===== config.mk =====
export PLATFORM = sky130hd
export DESIGN_NAME = key_debouncer
export DESIGN_NICKNAME = d
export VERILOG_FILES = /design/src/rtl/key_debounce_pkg.sv /design/src/rtl/key_debounce_lane.sv /design/src/rtl/key_debouncer.sv
export SDC_FILE = /design/constraint.sdc
export NUM_CORES = 1
export LEC_CHECK = 0
export BUFFER_PORTS_ARGS = -buffer_cell sky130_fd_sc_hd__buf_2
export CAP_MARGIN = 20
export CORE_MARGIN = 4
export CORE_UTILIZATION = 58
export CTS_CLUSTER_SIZE = 30
export DETAILED_ROUTE_END_ITERATION = 10
export GPL_ROUTABILITY_DRIVEN = 0
export GPL_TIMING_DRIVEN = 1
export PLACE_DENSITY = 0.86
export SLEW_MARGIN = 25
export SYNTH_ARGS = -nofsm -noshare
export SYNTH_HDL_FRONTEND = slang
export SYNTH_SLANG_ARGS = --single-unit

===== constraint.sdc =====
create_clock -name clk -period 2.4 [get_ports clk]
set_input_delay 0.48 -clock clk [delete_from_list [all_inputs] [get_ports clk]]
set_output_delay 0.48 -clock clk [all_outputs]
set_load 0.01 [all_outputs]

===== src/rtl/key_debounce_pkg.sv =====
// key_debounce_pkg: shared state encoding and default settle time for the key debouncer
package key_debounce_pkg;
    typedef enum logic [1:0] {IDLE, ARM_PRESS, HELD, ARM_RELEASE} deb_state_t;
    localparam int DEFAULT_STABLE_CYCLES = 50000;
endpackage


===== src/rtl/key_debounce_lane.sv =====
// key_debounce_lane: two-flop synchronizer plus stability-counter FSM for one active-low key
module key_debounce_lane
    import key_debounce_pkg::*;
#(
    parameter int STABLE_CYCLES = DEFAULT_STABLE_CYCLES
) (
    input  logic clk,
    input  logic reset,
    input  logic key_n,
    output logic key_clean
);
    localparam int CNT_W = $clog2(STABLE_CYCLES + 1);
    localparam logic [CNT_W-1:0] CNT_LAST = CNT_W'(STABLE_CYCLES - 1);
    logic             sync1_q, sync2_q;
    logic             s;
    logic             last;
    deb_state_t       state_q, state_d;
    logic [CNT_W-1:0] cnt_q, cnt_d;
    always_ff @(posedge clk or negedge reset) begin
        if (!reset) begin
            sync1_q <= 1'b1;
            sync2_q <= 1'b1;
            state_q <= IDLE;
            cnt_q   <= '0;
        end else begin
            sync1_q <= key_n;
            sync2_q <= sync1_q;
            state_q <= state_d;
            cnt_q   <= cnt_d;
        end
    end
    assign s    = ~sync2_q;
    assign last = (cnt_q == CNT_LAST);
    // The counter only runs while arming; every state change drops it back to zero.
    always_comb begin
        state_d = state_q;
        cnt_d   = '0;
        unique case (state_q)
            IDLE:        state_d = s ? ARM_PRESS : IDLE;
            ARM_PRESS: begin
                state_d = !s ? IDLE : (last ? HELD : ARM_PRESS);
                cnt_d   = (s && !last) ? cnt_q + 1'b1 : '0;
            end
            HELD:        state_d = s ? HELD : ARM_RELEASE;
            ARM_RELEASE: begin
                state_d = s ? HELD : (last ? IDLE : ARM_RELEASE);
                cnt_d   = (!s && !last) ? cnt_q + 1'b1 : '0;
            end
            default:     state_d = IDLE;
        endcase
    end
    assign key_clean = (state_q == HELD) || (state_q == ARM_RELEASE);
endmodule


===== src/rtl/key_debouncer.sv =====
// key_debouncer: NUM_KEYS independent debounce lanes turning bouncy active-low keys into clean held levels
module key_debouncer
    import key_debounce_pkg::*;
#(
    parameter int NUM_KEYS      = 4,
    parameter int STABLE_CYCLES = DEFAULT_STABLE_CYCLES
) (
    input  logic                clk,
    input  logic                reset,
    input  logic [NUM_KEYS-1:0] key_n,
    output logic [NUM_KEYS-1:0] key_clean,
    output logic                any_held
);
    for (genvar g = 0; g < NUM_KEYS; g++) begin : g_lane
        key_debounce_lane #(.STABLE_CYCLES(STABLE_CYCLES)) u_lane (
            .clk       (clk),
            .reset     (reset),
            .key_n     (key_n[g]),
            .key_clean (key_clean[g])
        );
    end
    assign any_held = |key_clean;
endmodule


==> results.cfg, run 1 <==
[run_status]
run_status = finished, final reports clean

[route]
drc = 0
viasPerCell = 5.55
routed-via-count = 2571
routedWlPerCell_um = 14.2
first_iter_violations = 125
drt_pass1_iterations = 4
antenna_left = 0
routed_wl_um = 6560

[logic_synthesis]
synth_top_cells_by_area = dfrtp_1, xnor2_1, nor2_1
synth_top_flop_cell = dfrtp_1
sequential_share_of_the_synthesized_area = 0.527
synth-edff-count = 0
ys_types = 29
synth.most_common_cell = nor2_1
yosys.area.top_type = dfrtp_1
netlist_top_cells_count = nor2_1, dfrtp_1, xnor2_1
async_reset_ff_frac = 1.00
synth_warn = 0
syn-num-nets = 384
ys_seq_elements = 80
synth.avg_cell_area_um2 = 10.2
synthesis.area_um2 = 3820
synthesis.instances = 374
area_share_of_the_largest_cell_type_after_synthesis = 0.472

[worst_setup_path]
number_of_cells_on_the_worst_reg_to_reg_path = 4
r2r_setup_slack_ns = 0.36
path_delay_family = simple AND/OR/NAND/NOR gates
crit_path_cell_trace = or4b_1 > nor4_2 > or2_1 > nor2_1
crit_path_end_kind = register
worstPathArrival_ns = 2.26
crit_buf_inv = 0
reg2reg_from = g_lane[2].u_lane.cnt_q[7]
worst_r2r_endpoint = g_lane[2].u_lane.cnt_q[12]
critical-path-max-stage-delay_ns = 0.55
slowest_stage_cell_cp = or4b_1
crit_type = reg -> reg
worstPathRequired_ns = 2.61
crit_path_max_fanout = 15
critPathLaunchType = register

[clock_tree]
clk_transition_reported_paths_ns = 0.08
cts_num_sinks = 80
post_cts_resized = 0
ctsHtreeMaxLevel = 3
postCtsSetupRepairBufs = 0
clk_path_buf_depth = 2
root_buffer = clkbuf_8
clkLatencyLatePin_ns = 0.35
cts-buffers-inserted = 9
ctsHoldBuffers = 0
cts_tree = built

[global_routing]
grt_max_degree = 36
grt_pass1_vias = 2636
grtUsageTotal = 0.193
grt-ovfl-total = 0
grt_first_pass_wirelength_um = 11700
initial_antenna_violation_count = 0

[timing]
transition_time_at_the_pin_with_the_least_slew_margin_ns = 0.497
slew_viol_final = 0
period_minus_slack_ns = 2.04
grt_setup_unrepaired = false
slew_headroom = 0.669
clock-skew-final_ns = 0.00805
maxClockFrequency_ghz = 0.490
fin_crit_sh = 0.851
final-setup-viol-count = 0
timing_hold_violations_final = 0
final.setup.tns_ns = 0

[die]
die-width_um = 89.2
fp.coreArea_um2 = 6390
placement_row_count = 29
initial_utilization = 0.598
die_area_um2 = 7950
chipHeight_um = 89.2
pin_count = 11

[layout]
antenna_cells = 0
design.final.nets = 391
multiInputGateArea_um2 = 1610
area_growth_pct = 7.33
non_filler_cells_final = 463
ff_latch_area_um2 = 2010
filler_cell_count = 503
drive_gt1_frac = 0.109

[run]
maxCapViolations = 0

[hold_path]
worst_hold_path_class = in -> async

[pwr]
cellPowerDensity_nw_per_um2 = 639
power.ir.vdd_worst_v = 0.000464
power_leakage_nw = 1.59
total_power_consumption_mw = 2.62

[placed_design]
dpl.hpwl_um = 4540
post-place-cells = 447
port_buffers = 10
cell usage in the layout (no fill, tap or decap):
cell type	count
nand4bb_1	1
nor4_2	4
and3_1	1
or4bb_1	3
nand3b_4	1
clkbuf_1	1
a21oi_1	1
clkinv_2	2
bufinv_16	3
nor4_1	14
nand4b_1	2
or2_1	3
dfrtp_1	72
inv_1	19
nand3_1	18
buf_2	9
nor2_1	74
xnor2_1	50
clkbuf_8	9
or4b_1	6
clkinv_4	1
nand4_1	19
mux2i_1	4
ha_1	4
and4_1	1
dfstp_2	8
a31o_2	1
xor2_1	9
and2_1	4
nor3_1	17
nand2_1	21
buf_4	4
how the worst max path moves through the flow:
stage	cells after the start	startpoint	to	slack, ns
3_3_place_gp	4	g_lane[2].u_lane.cnt_q[10]	g_lane[2].u_lane.cnt_q[14]	0.41
5_1_grt	4	g_lane[2].u_lane.cnt_q[7]	g_lane[2].u_lane.cnt_q[13]	0.19
6_report	4	g_lane[2].u_lane.cnt_q[7]	g_lane[2].u_lane.cnt_q[12]	0.36
4_1_cts	4	g_lane[2].u_lane.cnt_q[7]	g_lane[2].u_lane.cnt_q[13]	0.34
3_5_place_dp	4	g_lane[2].u_lane.cnt_q[7]	g_lane[2].u_lane.cnt_q[8]	0.35
2_1_floorplan	5	g_lane[1].u_lane.cnt_q[7]	g_lane[1].u_lane.cnt_q[10]	0.69
cell families after synthesis:
logic type,synth area share
xor gates and xnor gates,0.135
and+or+nand+nor,0.259
adders and majority gates,0.0131
buffers and inverters,0.0521
muxes,0.0105
DFF,0.527
AOI/OAI and AO/OA,0.00360
state kept, by name, indices dropped and copies added, names as in the netlist:
name,cells
g_lane.u_lane.cnt_q,64
g_lane.u_lane.state_q,8
g_lane.u_lane.sync1_q,4
g_lane.u_lane.sync2_q,4
power breakdown:
part	leakage (nW)	internal (mW)	switching, mW
Clock	0.120	0.690	0.482
Combinational	0.393	0.0181	0.0498
Sequential	1.08	1.37	0.0128
cell type report:
cell class / instances / area share
Sequential cell: 80 / 0.491
Clock inverter: 6 / 0.0265
Timing Repair Buffer: 13 / 0.0183
Clock buffer: 10 / 0.0311
Inverter: 19 / 0.0174
Tap cell: 77 / 0.0235
Multi-Input combinational cell: 258 / 0.393
worst reg2reg max path: stages, from the launching register on:
cell	delay [ns]
dfrtp_1	0.44
or4b_1	0.55
nor4_2	0.35
or2_1	0.46
nor2_1	0.11
per-layer routing:
metal / up-vias / global-route usage / wire length, µm
met5: - / 0 / 0
met4: 0 / 0.0771 / 107
met3: 7 / 0.0507 / 203
met2: 39 / 0.321 / 3280
met1: 1255 / 0.240 / 2960
li1: 1270 / - / -
per-stage QoR:
step                hold WS [ns]  setup slack (ns)  cell area, µm²   util
floorplan                  0.184             0.686            3820      -
global placement           0.346             0.410            3860  0.605
detailed placement         0.347             0.348            3860  0.605
CTS                       0.0727             0.339            4100  0.642
global route              0.0779             0.191            4100  0.642
finish                    0.0691             0.358            4100  0.642
Power figures use the tool's default switching activity.
==> inputs of run 2 (changes only) <==
--- a/config.mk
+++ b/config.mk
@@ -7,6 +7,7 @@
 export LEC_CHECK = 0
 export BUFFER_PORTS_ARGS = -buffer_cell sky130_fd_sc_hd__buf_2
 export CAP_MARGIN = 20
+export CORE_ASPECT_RATIO = 0.9
 export CORE_MARGIN = 4
 export CORE_UTILIZATION = 58
 export CTS_CLUSTER_SIZE = 30
@@ -14,6 +15,7 @@
 export GPL_ROUTABILITY_DRIVEN = 0
 export GPL_TIMING_DRIVEN = 1
 export PLACE_DENSITY = 0.86
+export SETUP_SLACK_MARGIN = 0.1
 export SLEW_MARGIN = 25
 export SYNTH_ARGS = -nofsm -noshare
 export SYNTH_HDL_FRONTEND = slang
==> results.cfg, run 2 (synthesis results as in run 1) <==
[die]
die_area_um2 = 7950
fp.coreArea_um2 = 6250
initial_utilization = 0.611
pin_count = 11
chipHeight_um = 85
placement_row_count = 27
die-width_um = 93.6

[clock_tree]
ctsHtreeMaxLevel = 3
cts_num_sinks = 80
ctsHoldBuffers = 0
postCtsSetupRepairBufs = 0
post_cts_resized = 0
cts_tree = built
root_buffer = clkbuf_8
clk_transition_reported_paths_ns = 0.08
clk_path_buf_depth = 2
cts-buffers-inserted = 9
clkLatencyLatePin_ns = 0.36

[worst_setup_path]
worstPathArrival_ns = 2.27
crit_type = reg -> reg
crit_path_max_fanout = 15
crit_path_end_kind = register
number_of_cells_on_the_worst_reg_to_reg_path = 4
critPathLaunchType = register
worstPathRequired_ns = 2.62

[global_routing]
grtUsageTotal = 0.190
grt-ovfl-total = 0
grt_max_degree = 56
grt_first_pass_wirelength_um = 12000
initial_antenna_violation_count = 0
grt_pass1_vias = 2620

[placed_design]
port_buffers = 10
post-place-cells = 455
dpl.hpwl_um = 4670

[timing]
period_minus_slack_ns = 2.05
fin_crit_sh = 0.852
final-setup-viol-count = 0
clock-skew-final_ns = 0.00641
maxClockFrequency_ghz = 0.489
slew_viol_final = 0
final.setup.tns_ns = 0
grt_setup_unrepaired = false
slew_headroom = 0.642
transition_time_at_the_pin_with_the_least_slew_margin_ns = 0.537
timing_hold_violations_final = 0

[layout]
filler_cell_count = 464
layout_commonest_cell = nor2_1
largestRegisters = g_lane.u_lane.cnt_q: 64 flops, g_lane.u_lane.state_q: 8 flops
final_util = 0.648
antenna_cells = 0
layout_common_cells = nor2_1, dfrtp_1, xnor2_1, nand2_1
drive_gt1_frac = 0.104
largest_reg_flops = 64
design.final.nets = 389
non_filler_cells_final = 471
area_growth_pct = 5.93
max_flop_register = g_lane.u_lane.cnt_q

[route]
antenna_left = 0
routed_wl_um = 6790
routed-via-count = 2610
routedWlPerCell_um = 14.4
first_iter_violations = 119
drt_pass1_iterations = 4
drc = 0
viasPerCell = 5.54

[pwr]
power.share.switching = 0.242
total_power_consumption_mw = 2.33
share_seq_of_total_power = 0.592
cellPowerDensity_nw_per_um2 = 576
power_leakage_nw = 1.56
power.clock.fraction = 0.378
internal-power_mw = 1.77
power.ir.vdd_worst_v = 0.000482
pwr-share-comb = 0.030
switchingPower_uw = 564

[hold_path]
worst_hold_path_class = in -> async

[run_status]
run_status = finished, final reports clean

[run]
maxCapViolations = 0
[run 2: routing by layer]
layer	share of wire	GRT usage	vias to the layer above
li1	-	-	1264
met5	0	0	-
met2	0.50	0.301	60
met3	0.039	0.0585	8
met1	0.45	0.253	1278
met4	0.014	0.0577	0
[run 2: area by class of cell]
class | count | area, µm² | area share
clock inverter | 6 | 45.0 | 0.0111
tap | 87 | 109 | 0.0269
timing repair buffer | 11 | 72.6 | 0.0179
inverter | 19 | 71.3 | 0.0176
sequential | 80 | 2010 | 0.497
clock buffer | 10 | 128 | 0.0315
multi-input combinational | 258 | 1610 | 0.398
[run 2: through the flow]
stage / hold WS (ns) / setup WS (ns) / area, µm²
finish: 0.0135 / 0.355 / 4050
global route: 0.0192 / 0.144 / 4050
CTS: 0.0162 / 0.348 / 4050
detailed placement: 0.349 / 0.373 / 3870
global placement: 0.346 / 0.426 / 3870
floorplan: 0.184 / 0.686 / 3820
[run 2: power by group through the flow]
stage	clock [mW]	sequential [mW]	combinational, mW
5_1_grt	0.966	1.38	0.0811
3_5_place_dp	0	1.41	0.0715
3_3_place_gp	0	1.41	0.0683
4_1_cts	0.899	1.38	0.0717
2_1_floorplan	0	1.41	0.0412
6_report	0.882	1.38	0.0689
[run 2: worst max-delay path, cell delays in order (launching register included)]
cell and delay (ns):
dfrtp_1 0.46, or4bb_1 0.51, nor4_2 0.35, or2_1 0.48
nor2_1 0.11
[run 2: worst paths after layout]
check	startpoint	to	slack (ns)
setup reg to reg	g_lane[3].u_lane.cnt_q[5]	g_lane[3].u_lane.cnt_q[7]	0.35
max in group asynchronous	reset	g_lane[0].u_lane.sync2_q	1.77
hold reg to reg	g_lane[0].u_lane.sync1_q	g_lane[0].u_lane.sync2_q	0.36
hold / removal	reset	g_lane[2].u_lane.cnt_q[15]	0.01
setup / recovery	g_lane[3].u_lane.cnt_q[5]	g_lane[3].u_lane.cnt_q[7]	0.35
min in group clk	key_n[1]	g_lane[1].u_lane.sync1_q	0.21
==> inputs of run 3 (changes only) <==
--- a/config.mk
+++ b/config.mk
@@ -15,7 +15,7 @@
 export GPL_ROUTABILITY_DRIVEN = 0
 export GPL_TIMING_DRIVEN = 1
 export PLACE_DENSITY = 0.86
-export SETUP_SLACK_MARGIN = 0.1
+export SETUP_SLACK_MARGIN = 0.4
 export SLEW_MARGIN = 25
 export SYNTH_ARGS = -nofsm -noshare
 export SYNTH_HDL_FRONTEND = slang
==> results.cfg, run 3 (synthesis results as in run 1) <==
[clock_tree]
clk_path_buf_depth = 2
root_buffer = clkbuf_8
clkLatencyLatePin_ns = 0.35
ctsHtreeMaxLevel = 3
cts_tree = built
cts-buffers-inserted = 9
ctsHoldBuffers = 0
clk_transition_reported_paths_ns = 0.08
postCtsSetupRepairBufs = 0
cts_num_sinks = 80

[worst_setup_path]
worstPathArrival_ns = 2.14
r2r_setup_slack_ns = 0.50
slowest_stage_cell_cp = or4b_1
worst_r2r_endpoint = g_lane[1].u_lane.cnt_q[3]
path_delay_family = simple AND/OR/NAND/NOR gates
crit_buf_inv = 0
capturing_instance_or_port_of_the_critical_path = g_lane[1].u_lane.cnt_q[3]
crit_path_end_kind = register
critical-path-max-stage-delay_ns = 0.56
crit_type = reg -> reg
critPathLaunchType = register
reg2reg_from = g_lane[1].u_lane.cnt_q[7]
worstPathRequired_ns = 2.63
crit_path_max_fanout = 7
crit_cells = 4
crit_start = g_lane[1].u_lane.cnt_q[7]
number_of_cells_on_the_worst_reg_to_reg_path = 4
crit_path_cell_trace = or4b_1 > nor4_2 > nand3b_2 > nor2_1

[route]
drc = 0
routed_wl_um = 6790
antenna_left = 0
routedWlPerCell_um = 14.4
routed-via-count = 2620
viasPerCell = 5.55
first_iter_violations = 111
drt_pass1_iterations = 4
detailroute.wirelength.met3_um = 266
met1_wire_length_um = 3070
dr_wl_met2_um = 3380
maxUsedRoutingLayer = met4

[layout]
largestRegisters = g_lane.u_lane.cnt_q: 64 flops, g_lane.u_lane.state_q: 8 flops
design.final.nets = 390
antenna_cells = 0
drive_gt1_frac = 0.114
largest_reg_flops = 64
area_growth_pct = 6.35
max_flop_register = g_lane.u_lane.cnt_q
layout_commonest_cell = nor2_1
final_util = 0.650
layout_common_cells = nor2_1, dfrtp_1, xnor2_1, nand2_1

[die]
pin_count = 11
die-width_um = 93.6
chipHeight_um = 85
initial_utilization = 0.611
placement_row_count = 27
die_area_um2 = 7950
fp.coreArea_um2 = 6250

[timing]
transition_time_at_the_pin_with_the_least_slew_margin_ns = 0.553
clock-skew-final_ns = 0.00735
grt_setup_unrepaired = false
timing_hold_violations_final = 0
slew_headroom = 0.629
slew_viol_final = 0
period_minus_slack_ns = 1.90
fin_crit_sh = 0.793
worst_hold_slack_ns = 0.0221
final-setup-viol-count = 0
maxClockFrequency_ghz = 0.525
final.setup.tns_ns = 0

[pwr]
cellPowerDensity_nw_per_um2 = 573
power_leakage_nw = 1.56
power.ir.vdd_worst_v = 0.000483
total_power_consumption_mw = 2.33

[placed_design]
dpl.hpwl_um = 4670
port_buffers = 10

[global_routing]
grt_first_pass_wirelength_um = 12000
grt_pass1_vias = 2620
initial_antenna_violation_count = 0
grtUsageTotal = 0.190
grt-ovfl-total = 0
grt_max_degree = 56

[hold_path]
worst_hold_path_class = in -> async

[run]
maxCapViolations = 0

[run_status]
run_status = finished, final reports clean
-- run 3: where the power goes --
part	internal (mW)	switching [mW]	total (mW)
Combinational	0.0207	0.0516	0.0723
Clock	0.381	0.494	0.875
Sequential	1.37	0.0136	1.38
Total	1.77	0.559	2.33
-- run 3: what timing repair did --
item,in CTS,in global routing
gates resized for setup,3,2
endpoints found under the setup margin,35,18
cloned,0,1
-- run 3: routing by layer --
layer,vias up,track usage
li1,1265,-
met1,1294,0.253
met2,52,0.301
met3,9,0.0585
met4,0,0.0577
met5,-,0
-- run 3: cell type report --
cell class / count / area [µm²]
clock buffers: 10 / 128
well taps: 87 / 109
flip-flops and latches: 80 / 2010
clock inverters: 6 / 45.0
fillers: 459 / 2190
repair buffers: 11 / 72.6
inverters: 19 / 71.3
multi-input cells: 259 / 1630
-- run 3: worst min path at each step --
stage / slack (ns) / cells after the start / endpoint / startpoint
after floorplan: 0.18 / 0 / g_lane[0].u_lane.cnt_q[0] / reset
after global placement: 0.35 / 0 / g_lane[3].u_lane.sync2_q / g_lane[3].u_lane.sync1_q
after detailed placement: 0.35 / 0 / g_lane[1].u_lane.sync2_q / g_lane[1].u_lane.sync1_q
after CTS: 0.02 / 1 / g_lane[3].u_lane.cnt_q[2] / reset
after global routing: 0.02 / 1 / g_lane[3].u_lane.cnt_q[2] / reset
final: 0.02 / 1 / g_lane[2].u_lane.cnt_q[15] / reset
-- run 3: metrics by stage --
stage	instances	setup WS [ns]	cell area, µm²
2_1_floorplan	374	0.686	3820
3_3_place_gp	455	0.426	3870
3_5_place_dp	455	0.373	3870
4_1_cts	471	0.493	4050
5_1_grt	472	0.410	4060
6_report	472	0.496	4060
